===== src/rtl/nonce_tx_arbiter_pkg.sv =====
// ---------------------------------------------------------------------------
// nonce_tx_arbiter_pkg
// Shared definitions for the nonce transmit arbiter: FSM state encodings,
// nonce geometry and the byte/nonce typedefs used by the top and interface.
// No ports (package).
// ---------------------------------------------------------------------------
package nonce_tx_arbiter_pkg;

  localparam int NONCE_W         = 32;
  localparam int BYTES_PER_NONCE = 4;
  localparam int BYTE_IDX_W      = 2;

  localparam logic [2:0] ST_IDLE  = 3'd0;
  localparam logic [2:0] ST_LOAD  = 3'd1;
  localparam logic [2:0] ST_ISSUE = 3'd2;
  localparam logic [2:0] ST_GUARD = 3'd3;
  localparam logic [2:0] ST_DRAIN = 3'd4;

  typedef logic [NONCE_W-1:0] nonce_t;
  typedef logic [7:0]         byte_t;

endpackage


===== src/rtl/nonce_tx_arbiter_if.sv =====
// ---------------------------------------------------------------------------
// nonce_tx_arbiter_if
// Bundles the nonce-source side and the UART-transmitter side of the
// arbiter into one interface.
//   in_nonce     : NUM_SRC packed 32-bit nonces, source i at [32i+31:32i]
//   in_valid     : per-source one-cycle capture pulse
//   tx_busy      : transmitter busy while shifting a byte
//   tx_byte      : byte presented to the transmitter
//   tx_new_byte  : one-cycle accept strobe for tx_byte
//   pending      : per-source holding-register-full flags
//   active       : a nonce is being sent
//   cur_src      : source being, or last, sent
//   overflow_cnt : saturating count of overwritten nonces
// Modports: master = producers/transmitter/observer, slave = arbiter.
// ---------------------------------------------------------------------------
interface nonce_tx_arbiter_if
  import nonce_tx_arbiter_pkg::*;
#(
  parameter int NUM_SRC = 4,
  parameter int SRC_W   = 3
);

  logic [NONCE_W*NUM_SRC-1:0] in_nonce;
  logic [NUM_SRC-1:0]         in_valid;
  logic                       tx_busy;
  logic [7:0]                 tx_byte;
  logic                       tx_new_byte;
  logic [NUM_SRC-1:0]         pending;
  logic                       active;
  logic [SRC_W-1:0]           cur_src;
  logic [7:0]                 overflow_cnt;

  modport master (
    output in_nonce, in_valid, tx_busy,
    input  tx_byte, tx_new_byte, pending, active, cur_src, overflow_cnt
  );

  modport slave (
    input  in_nonce, in_valid, tx_busy,
    output tx_byte, tx_new_byte, pending, active, cur_src, overflow_cnt
  );

endinterface


===== src/rtl/nonce_tx_arbiter_rr_pick.sv =====
// ---------------------------------------------------------------------------
// rr_pick
// Combinational round-robin picker. Searches i_pending starting at
// i_ptr+1 and wrapping modulo NUM_SRC; the first set bit wins, so the
// source at i_ptr itself has the lowest priority.
//   i_pending : request vector
//   i_ptr     : index of the most recently granted source
//   o_win     : winning index (0 when nothing is pending)
//   o_found   : at least one request was set
// ---------------------------------------------------------------------------
module rr_pick #(
  parameter int NUM_SRC = 4,
  parameter int SRC_W   = 3
) (
  input  logic [NUM_SRC-1:0] i_pending,
  input  logic [SRC_W-1:0]   i_ptr,
  output logic [SRC_W-1:0]   o_win,
  output logic               o_found
);

  // Walk distances from farthest to nearest so the nearest requester
  // (smallest offset past the pointer) is the final assignment.
  always_comb begin
    o_found = 1'b0;
    o_win   = '0;
    for (int k = NUM_SRC; k >= 1; k--) begin
      for (int j = 0; j < NUM_SRC; j++) begin
        if (i_pending[j] && (((int'(i_ptr) + k) % NUM_SRC) == j)) begin
          o_found = 1'b1;
          o_win   = SRC_W'(j);
        end
      end
    end
  end

endmodule


===== src/rtl/nonce_tx_arbiter.sv =====
// ---------------------------------------------------------------------------
// nonce_tx_arbiter
// Shares one byte-wide serial transmitter between NUM_SRC nonce sources.
// Each source's nonce is captured into a holding register on its valid
// pulse; a round-robin grant copies one nonce into a shift register which
// is then issued MSB byte first through the tx_byte/tx_new_byte/tx_busy
// handshake.
//   clk   : system clock, rising edge
//   reset : asynchronous, active-high
//   bus   : nonce_tx_arbiter_if.slave (sources, transmitter, status)
// ---------------------------------------------------------------------------
module nonce_tx_arbiter
  import nonce_tx_arbiter_pkg::*;
#(
  parameter int NUM_SRC = 4,
  parameter int SRC_W   = 3
) (
  input  logic                clk,
  input  logic                reset,
  nonce_tx_arbiter_if.slave   bus
);

  nonce_t                r_hold [NUM_SRC];
  logic [NUM_SRC-1:0]    r_pending;
  logic [7:0]            r_ovf_cnt;

  logic [2:0]            r_state;
  logic [SRC_W-1:0]      r_ptr;
  logic [SRC_W-1:0]      r_cur_src;
  nonce_t                r_shift;
  logic [BYTE_IDX_W-1:0] r_byte_idx;
  byte_t                 r_tx_byte;
  logic                  r_tx_new;

  logic [SRC_W-1:0]      w_win;
  logic                  w_found;
  logic                  w_grant;
  nonce_t                w_win_data;
  logic [3:0]            w_ovf_num;

  function automatic logic [7:0] sat_add8(input logic [7:0] a, input logic [3:0] n);
    logic [8:0] s;
    s = {1'b0, a} + {5'b0, n};
    return s[8] ? 8'hFF : s[7:0];
  endfunction

  rr_pick #(
    .NUM_SRC (NUM_SRC),
    .SRC_W   (SRC_W)
  ) u_rr_pick (
    .i_pending (r_pending),
    .i_ptr     (r_ptr),
    .o_win     (w_win),
    .o_found   (w_found)
  );

  assign w_grant = (r_state == ST_IDLE) && w_found;

  // Mux the winner's holding register without an out-of-range array index.
  always_comb begin
    w_win_data = '0;
    for (int i = 0; i < NUM_SRC; i++) begin
      if (w_win == SRC_W'(i)) w_win_data = r_hold[i];
    end
  end

  // A capture onto a full register is an overwrite, except on the source
  // being granted this cycle: its old value moves to the shift register,
  // so nothing is lost.
  always_comb begin
    w_ovf_num = '0;
    for (int i = 0; i < NUM_SRC; i++) begin
      if (bus.in_valid[i] && r_pending[i] && !(w_grant && (w_win == SRC_W'(i))))
        w_ovf_num = w_ovf_num + 4'd1;
    end
  end

  // Capture stage: holding registers, pending flags, overflow counter.
  always_ff @(posedge clk or posedge reset) begin
    if (reset) begin
      r_pending <= '0;
      r_ovf_cnt <= '0;
      for (int i = 0; i < NUM_SRC; i++) r_hold[i] <= '0;
    end else begin
      for (int i = 0; i < NUM_SRC; i++) begin
        if (bus.in_valid[i]) begin
          r_hold[i]    <= bus.in_nonce[NONCE_W*i +: NONCE_W];
          r_pending[i] <= 1'b1;
        end else if (w_grant && (w_win == SRC_W'(i))) begin
          r_pending[i] <= 1'b0;
        end
      end
      r_ovf_cnt <= sat_add8(r_ovf_cnt, w_ovf_num);
    end
  end

  // Transmit stage: grant, then issue four bytes through the handshake.
  always_ff @(posedge clk or posedge reset) begin
    if (reset) begin
      r_state    <= ST_IDLE;
      r_ptr      <= '0;
      r_cur_src  <= '0;
      r_shift    <= '0;
      r_byte_idx <= '0;
      r_tx_byte  <= '0;
      r_tx_new   <= 1'b0;
    end else begin
      r_tx_new <= 1'b0;
      case (r_state)
        ST_IDLE: begin
          if (w_found) begin
            r_shift   <= w_win_data;
            r_cur_src <= w_win;
            r_ptr     <= w_win;
            r_state   <= ST_LOAD;
          end
        end
        ST_LOAD: begin
          r_byte_idx <= '0;
          r_state    <= ST_ISSUE;
        end
        ST_ISSUE: begin
          if (!bus.tx_busy) begin
            r_tx_byte <= r_shift[NONCE_W-1 -: 8];
            r_tx_new  <= 1'b1;
            r_shift   <= {r_shift[NONCE_W-9:0], 8'h00};
            r_state   <= ST_GUARD;
          end
        end
        // The transmitter raises busy one cycle after the strobe; a busy
        // sample here would still be stale.
        ST_GUARD: begin
          r_state <= ST_DRAIN;
        end
        ST_DRAIN: begin
          if (!bus.tx_busy) begin
            if (r_byte_idx == BYTE_IDX_W'(BYTES_PER_NONCE-1)) begin
              r_state <= ST_IDLE;
            end else begin
              r_byte_idx <= r_byte_idx + 1'b1;
              r_state    <= ST_ISSUE;
            end
          end
        end
        default: r_state <= ST_IDLE;
      endcase
    end
  end

  assign bus.tx_byte      = r_tx_byte;
  assign bus.tx_new_byte  = r_tx_new;
  assign bus.pending      = r_pending;
  assign bus.active       = (r_state != ST_IDLE);
  assign bus.cur_src      = r_cur_src;
  assign bus.overflow_cnt = r_ovf_cnt;

endmodule


===== src/flat_wrapper.sv =====
// flat-port wrapper written by rule: the top's interface ports become plain ports
module nonce_tx_arbiter_flat import nonce_tx_arbiter_pkg::*;
#(
  parameter int NUM_SRC = 4,
  parameter int SRC_W   = 3
)
  (clk, reset, bus_in_nonce, bus_in_valid, bus_tx_busy, bus_tx_byte, bus_tx_new_byte, bus_pending, bus_active, bus_cur_src, bus_overflow_cnt);
  nonce_tx_arbiter_if #(.NUM_SRC(NUM_SRC), .SRC_W(SRC_W)) bus_i ();
  input  logic clk;
  input  logic reset;
  input wire logic [$bits(bus_i.in_nonce)-1:0] bus_in_nonce;
  input wire logic [$bits(bus_i.in_valid)-1:0] bus_in_valid;
  input wire logic [$bits(bus_i.tx_busy)-1:0] bus_tx_busy;
  output wire logic [$bits(bus_i.tx_byte)-1:0] bus_tx_byte;
  output wire logic [$bits(bus_i.tx_new_byte)-1:0] bus_tx_new_byte;
  output wire logic [$bits(bus_i.pending)-1:0] bus_pending;
  output wire logic [$bits(bus_i.active)-1:0] bus_active;
  output wire logic [$bits(bus_i.cur_src)-1:0] bus_cur_src;
  output wire logic [$bits(bus_i.overflow_cnt)-1:0] bus_overflow_cnt;
  assign bus_i.in_nonce = bus_in_nonce;
  assign bus_i.in_valid = bus_in_valid;
  assign bus_i.tx_busy = bus_tx_busy;
  assign bus_tx_byte = bus_i.tx_byte;
  assign bus_tx_new_byte = bus_i.tx_new_byte;
  assign bus_pending = bus_i.pending;
  assign bus_active = bus_i.active;
  assign bus_cur_src = bus_i.cur_src;
  assign bus_overflow_cnt = bus_i.overflow_cnt;
  nonce_tx_arbiter #(.NUM_SRC(NUM_SRC), .SRC_W(SRC_W)) u_core (.clk(clk), .reset(reset), .bus(bus_i));
endmodule

===== config.mk =====
export PLATFORM = sky130hd
export DESIGN_NAME = nonce_tx_arbiter_flat
export DESIGN_NICKNAME = d
export VERILOG_FILES = /design/src/rtl/nonce_tx_arbiter_pkg.sv /design/src/rtl/nonce_tx_arbiter_if.sv /design/src/rtl/nonce_tx_arbiter_rr_pick.sv /design/src/rtl/nonce_tx_arbiter.sv /design/src/flat_wrapper.sv
export SDC_FILE = /design/constraint.sdc
export NUM_CORES = 1
export LEC_CHECK = 0
export BUFFER_PORTS_ARGS = -buffer_cell sky130_fd_sc_hd__buf_4
export CELL_PAD_IN_SITES_DETAIL_PLACEMENT = 0
export CELL_PAD_IN_SITES_GLOBAL_PLACEMENT = 1
export CORE_MARGIN = 2
export CORE_UTILIZATION = 44
export CTS_CLUSTER_DIAMETER = 150
export DETAILED_ROUTE_END_ITERATION = 8
export PLACE_DENSITY = 0.82
export SKIP_CTS_REPAIR_TIMING = 1
export SLEW_MARGIN = 30
export SYNTH_ARGS = -nofsm -noshare
export SYNTH_HDL_FRONTEND = slang
export SYNTH_SLANG_ARGS = --single-unit

===== constraint.sdc =====
create_clock -name clk -period 7.8 [get_ports clk]
set_input_delay 0.78 -clock clk [delete_from_list [all_inputs] [get_ports clk]]
set_output_delay 0.78 -clock clk [all_outputs]
set_load 0.05 [all_outputs]

==> results of run 1 <==
[cells in the mapped netlist (3+ instances only)]
cell type	number	share of area
ha_1	8	0.011
nor2b_1	7	0.0050
a21oi_1	12	0.0068
o221ai_1	12	0.012
o2bb2ai_1	21	0.021
clkbuf_1	22	0.0094
dfrtp_1	188	0.54
xnor2_1	3	0.0030
or2_2	3	0.0021
a211oi_1	16	0.014
o21ai_0	29	0.017
a221o_1	20	0.023
a2bb2oi_1	5	0.0050
nand2_1	77	0.033
nor2_1	53	0.023
buf_4	6	0.0051
inv_1	18	0.0077
o22ai_1	6	0.0043
buf_2	18	0.010
buf_6	3	0.0038
a22o_1	3	0.0030
a21o_1	5	0.0043
mux2i_1	22	0.025
mux2_2	121	0.16
o211ai_1	3	0.0026
nand3_1	5	0.0029
a21oi_2	13	0.013
[worst max-delay path, delay by kind of cell, from the launching register on]
| kind | cells | cell delay, ns |
|---|---|---|
| DFF | 1 | 0.79 |
| AOI/OAI and AO/OA | 5 | 1.20 |
| muxes | 1 | 0.32 |
| and+or+nand+nor | 5 | 0.94 |
| xor gates and xnor gates | 2 | 0.45 |
| adders and majority gates | 3 | 0.76 |
[final timing paths]
check / depth (start not counted) / from / end
max: 16 / u_core.bus.pending[3] / u_core.bus.overflow_cnt[6]
min: 2 / reset / u_core.r_byte_idx[1]
max reg2reg: 16 / u_core.bus.pending[3] / u_core.bus.overflow_cnt[6]
min reg2reg: 2 / u_core.r_shift[24] / u_core.bus.tx_byte[0]
max in group asynchronous: 3 / reset / u_core.r_hold[46]
min in group clk: 2 / u_core.r_shift[24] / u_core.bus.tx_byte[0]
[cells by family (layout without fill, tap and decap cells)]
family	Yosys count	after routing	share of synthesized area
AO/OA/AOI/OAI	160	160	0.145
XOR/XNOR	4	4	0.00399
adder cells (fa/ha/maj)	9	9	0.0137
buffers and inverters	72	215	0.0431
flip-flops	188	188	0.536
multiplexers	144	144	0.182
other	1	2	0.000427
AND/OR/NAND/NOR	157	157	0.0763
[power groups by stage]
stage / logic [mW] / clock network, mW / registers, mW
after floorplan: 1.29 / 0 / 1.50
after global routing: 2.02 / 0.960 / 1.42
after CTS: 1.84 / 0.919 / 1.39
final: 1.83 / 0.904 / 1.39
after detailed placement: 1.83 / 0 / 1.40
after global placement: 1.80 / 0 / 1.40
[final cells by class]
cell class / instances / area, um^2 / share of cell area
Sequential cell: 188 / 4700 / 0.440
Clock buffer: 20 / 457 / 0.0427
Timing Repair Buffer: 164 / 1240 / 0.116
Multi-Input combinational cell: 476 / 3710 / 0.347
Tap cell: 265 / 332 / 0.0310
Clock inverter: 12 / 159 / 0.0149
Inverter: 19 / 86.3 / 0.00808
[stage by stage]
| step | instances | worst slack, ns |
|---|---|---|
| final | 1144 | 3.20 |
| after global routing | 1144 | 2.85 |
| after CTS | 1143 | 3.19 |
| after detailed placement | 1111 | 3.21 |
| after global placement | 1110 | 3.33 |
| after floorplan | 736 | 1.91 |
[flip-flops by register name, summed over array words and instances (netlist names)]
| name | flops |
|---|---|
| u_core.bus.overflow_cnt | 8 |
| u_core.bus.pending | 4 |
| u_core.bus.tx_byte | 8 |
| u_core.r_state | 3 |
| u_core.r_shift | 32 |
| u_core.r_byte_idx | 2 |
| u_core.r_hold | 128 |
| u_core.bus.tx_new_byte | 1 |
| u_core.r_ptr | 2 |
[routing by layer]
metal	track usage	up-vias	routed length (um)
li1	-	2903	-
met1	0.296	2992	9930
met2	0.309	164	9520
met3	0.0384	26	1000
met4	0.0672	0	429
met5	0	-	0
[cells in the final DEF (no fill, tap or decap), types with 3 or more instances in the layout]
cell type and count:
o2bb2ai_1 21, inv_6 3, mux2i_1 22, o22ai_1 6
xnor2_1 3, a22o_1 3, o221ai_1 12, clkbuf_16 17
mux2_2 121, o21ai_0 29, a21o_1 4, nand2_1 77
a211oi_1 16, nor2_1 52, inv_1 17, a2bb2oi_1 5
nand3_1 5, a21oi_1 12, ha_1 8, a21oi_2 13
dfrtp_1 188, o211ai_1 3, bufinv_16 3, buf_4 161
or2_2 3, a221o_1 20, nor2b_1 7
==> out/results.tsv, run 1 <==
stage	metric	value	unit
layout	fin_nets	1010	
power_and_ir_drop	switching_share	0.401	
drt	dr.pass1.iters	5	
cts	clkTransAtPathRegs	0.07	ns
timing	slew_viol_final	0	
cts	h-tree-depth	4	
grt	track_usage	0.204	
drt	drc_errors	0	
power_and_ir_drop	power.density	386	nW/um^2
synth	synthArstFlopShare	1.00	
setup_path	end_kind	flop	
layout	drive_gt1_frac	0.391	
setup_path	required	8.11	ns
timing	hold_violations	0	
run_status	outcome	finished, final reports clean	
job	maxCapViolCount	0	
setup_path	crit_path_frequent_cell	ha_1	
synth	synth_edf_count	0	
setup_path	critPathMaxStageDelay	0.79	ns
floorplanning	core	19500	um^2
power_and_ir_drop	power_leakage	4.79	nW
cts	worst_skew_pair.late_latency	0.43	ns
drt	wl_per_cell	18.3	um
floorplanning	pin_count	160	
setup_path	path_max_fanout	18	
floorplanning	die_area	21100	um^2
layout	fin_util	0.547	
drt	routed_via_density	5.32	
grt	grt_pass1_wl	33700	um
setup_path	r2r_slack	3.20	ns
grt	grt_pass1_vias	6243	
synth	netlist_instances	735	
setup_path	cp_cell_sequence	nor2_1, a22o_1, a21oi_1, o21ai_0, nor2_1, ha_1, xnor2_1, ha_1, o2111ai_1, xnor2_1, ha_1, nor2b_1, o21a_1, or2_2, nand3_1, mux2_2	
drt	wl	20900	um
setup_path	slowest_stage	dfrtp_1	
layout	n_fill_cell	1746	
timing	relSlewSlack	0.408	
synth	syn_area	8770	um^2
power_and_ir_drop	p_sw	1.65	mW
power_and_ir_drop	fin_total_pwr	4.12	mW
placed_design	place.gp.congestion	0.791	
floorplanning	die_h	145	um
setup_path	startpoint_type	flop	
setup_path	arrival	4.91	ns
power_and_ir_drop	p_comb_frac	0.444	
hold_path	hold_path_class	in2async	
timing	clock.fmax	0.217	GHz
cts	cts_made_buffers	17	
synth	synth_seq_cells	188	
synth	ys_warn_count	0	
floorplanning	die_x	145	um
drt	drt_iter0_drc	371	
drt	via_count	6085	
grt	grt_max_degree	115	
floorplanning	rows	51	
synth	synth.avg_cell_area	11.9	um^2
grt	grt_overflow	0	
layout	stdcell_area	10700	um^2
power_and_ir_drop	p_seq_frac	0.337	
power_and_ir_drop	ir_worst_vdd	0.000200	V
power_and_ir_drop	internal-power	2.47	mW
timing	holdWs	0.462	ns
drt	ant_nets	0	
timing	finClkSkew	0.0115	ns
timing	worst_pin_slew	0.888	ns
timing	setup_tns	0	ns
timing	fin_crit	4.60	ns
timing	rsz0062_at_grt	false	
placed_design	postPlaceCellArea	10100	um^2
synth	synth_cell_types	55	
timing	setup_viol	0	
layout	antenna_cells	0	
cts	cts-root-buf	clkbuf_16	
grt	antenna_found_initial	0	
timing	final.period_utilization	0.590	
synth	seq_area_frac_synth	0.536	
cts	clock_path_buffers	2	
layout	area_growth	21.8	%
placed_design	dp_hpwl	14600	um
setup_path	crit_type	reg2reg	
floorplanning	initial_utilization	0.449	
placed_design	port_buffers	158	
synth	synth_flop_cell	dfrtp_1	
cts	cts.sinks	188	
power_and_ir_drop	clkPwrFrac	0.219	
cts	cts_tree	built	
No activity file was read; power rests on OpenSTA's default activity.
==> run 2: changes to the inputs <==
- CORE_UTILIZATION: 44 -> 40
- PLACE_DENSITY: 0.82 -> 0.79
- clock period: 7.8 -> 4.2 ns (I/O delays scaled with it)
==> out/results.tsv, run 2 (synthesis gave the netlist of run 1 again) <==
stage	metric	value	unit
floorplanning	die_x	152	um
hold_path	hold_path_class	in2reg	
floorplanning	pin_count	160	
timing	setup_tns	0	ns
layout	largest_reg_flops	128	
cts	cts-root-buf	clkbuf_16	
cts	cts.sinks	188	
layout	n_fill_cell	1911	
layout	area_growth	23.1	%
cts	clock_path_buffers	2	
setup_path	r2r.worst_path.cells	16	
layout	antenna_cells	0	
layout	instances_no_fill	1172	
layout	reg_top3	u_core.r_hold (128), u_core.r_shift (32)	
grt	grt_overflow	0	
layout	fin_util	0.498	
timing	relSlewSlack	0.328	
cts	worst_skew_pair.late_latency	0.44	ns
drt	ant_nets	0	
placed_design	dp_hpwl	15800	um
setup_path	startpoint_type	flop	
placed_design	place.gp.congestion	0.833	
floorplanning	rows	54	
cts	clkTransAtPathRegs	0.07	ns
setup_path	path_max_fanout	8	
layout	layout_common_cells	188 x dfrtp_1, 174 x buf_4, 121 x mux2_2	
grt	grt_pass1_wl	35600	um
setup_path	end_kind	flop	
setup_path	arrival	4.26	ns
placed_design	port_buffers	158	
setup_path	slowest_stage	dfrtp_1	
floorplanning	die_area	23100	um^2
timing	finClkSkew	0.0109	ns
timing	rsz0062_at_grt	false	
timing	fin_crit	3.93	ns
timing	setup_viol	0	
layout	drive_gt1_frac	0.400	
drt	drc_errors	0	
setup_path	cp_num_cells	16	
layout	layout_commonest_cell	dfrtp_1	
drt	wl	22600	um
setup_path	critical_path_buf_inv_count	0	
layout	multi_input_area	3710	um^2
placed_design	dp_cells	1139	
cts	cts_made_buffers	17	
drt	via_count	6233	
power_and_ir_drop	power_leakage	4.85	nW
layout	top_register	u_core.r_hold	
drt	drt_iter0_drc	300	
timing	hold_violations	0	
setup_path	crit_path_frequent_cell	ha_1	
timing	worst_pin_slew	1.01	ns
cts	h-tree-depth	4	
timing	clock.fmax	0.254	GHz
grt	track_usage	0.198	
timing	slew_viol_final	0	
run_status	outcome	finished, final reports clean	
floorplanning	initial_utilization	0.405	
floorplanning	core	21700	um^2
layout	area.sequential	4700	um^2
floorplanning	die_h	152	um
grt	antenna_found_initial	0	
grt	grt_max_degree	69	
cts	cts_tree	built	
job	maxCapViolCount	0	
timing	final.period_utilization	0.936	
drt	routed_via_density	5.32	
drt	wl_per_cell	19.3	um
layout	fin_nets	1024	
hold_path	worst_hold_path.num_cells	3	
power_and_ir_drop	ir_worst_vdd	0.000327	V
setup_path	required	4.52	ns
setup_path	crit_family	simple AND/OR/NAND/NOR gates	
timing	holdWs	0.206	ns
setup_path	crit_type	reg2reg	
setup_path	cp_cell_sequence	nor2_2, a22o_1, a21oi_1, o21ai_1, nor2_1, ha_1, xnor2_1, ha_1, o2111ai_1, xnor2_1, ha_1, nor2b_1, o21a_1, or2_2, nand3_1, mux2_2	
power_and_ir_drop	power.density	716	nW/um^2
drt	dr.pass1.iters	4	
grt	grt_pass1_vias	6350	
setup_path	critPathMaxStageDelay	0.52	ns
-- run 2: worst register-to-register path, delay by kind of cell (launching register included) --
kind,cells,cell delay (ns)
adders and majority gates,3,0.84
muxes,1,0.32
and+or+nand+nor,5,0.92
DFF,1,0.52
AOI/OAI and AO/OA,5,0.79
xor gates and xnor gates,2,0.44
-- run 2: cell type report --
type,count,share of cell area
Sequential cell,188,0.435
Tap cell,280,0.0324
Inverter,19,0.00764
Clock inverter,13,0.0144
Clock buffer,18,0.0397
Multi-Input combinational cell,476,0.343
Timing Repair Buffer,178,0.127
-- run 2: power by group --
group / internal [mW] / switching [mW] / leakage (nW)
combinational: 1.42 / 2.13 / 2.37
clock: 0.890 / 0.735 / 0.282
sequential: 2.23 / 0.319 / 2.19
-- run 2: path summary, 6_finish.rpt --
path	from	to	slack, ns
setup / recovery	u_core.bus.pending[3]	u_core.bus.overflow_cnt[6]	0.27
hold / removal	bus_in_nonce[9]	u_core.r_hold[105]	0.21
setup reg to reg	u_core.bus.pending[3]	u_core.bus.overflow_cnt[6]	0.27
hold reg to reg	u_core.r_shift[26]	u_core.bus.tx_byte[2]	0.47
max in group asynchronous	reset	u_core.r_shift[29]	2.80
min in group asynchronous	reset	u_core.bus.overflow_cnt[5]	0.51
-- run 2: stage by stage --
stage                     setup WS (ns)  cell area, um^2  total power, mW
after CTS                        0.0744            10800             7.77
after detailed placement          0.155            10200             6.12
after global routing            0.00465            10800             8.20
after floorplan                  0.0332             8780             5.18
after global placement            0.236            10200             6.05
final                             0.267            10800             7.73
-- run 2: metal layers --
layer	up-vias	global-route usage	wire, um
li1	2931	-	-
met1	3112	0.272	10400
met2	167	0.314	10600
met3	23	0.0491	1260
met4	0	0.0525	350
met5	-	0	0
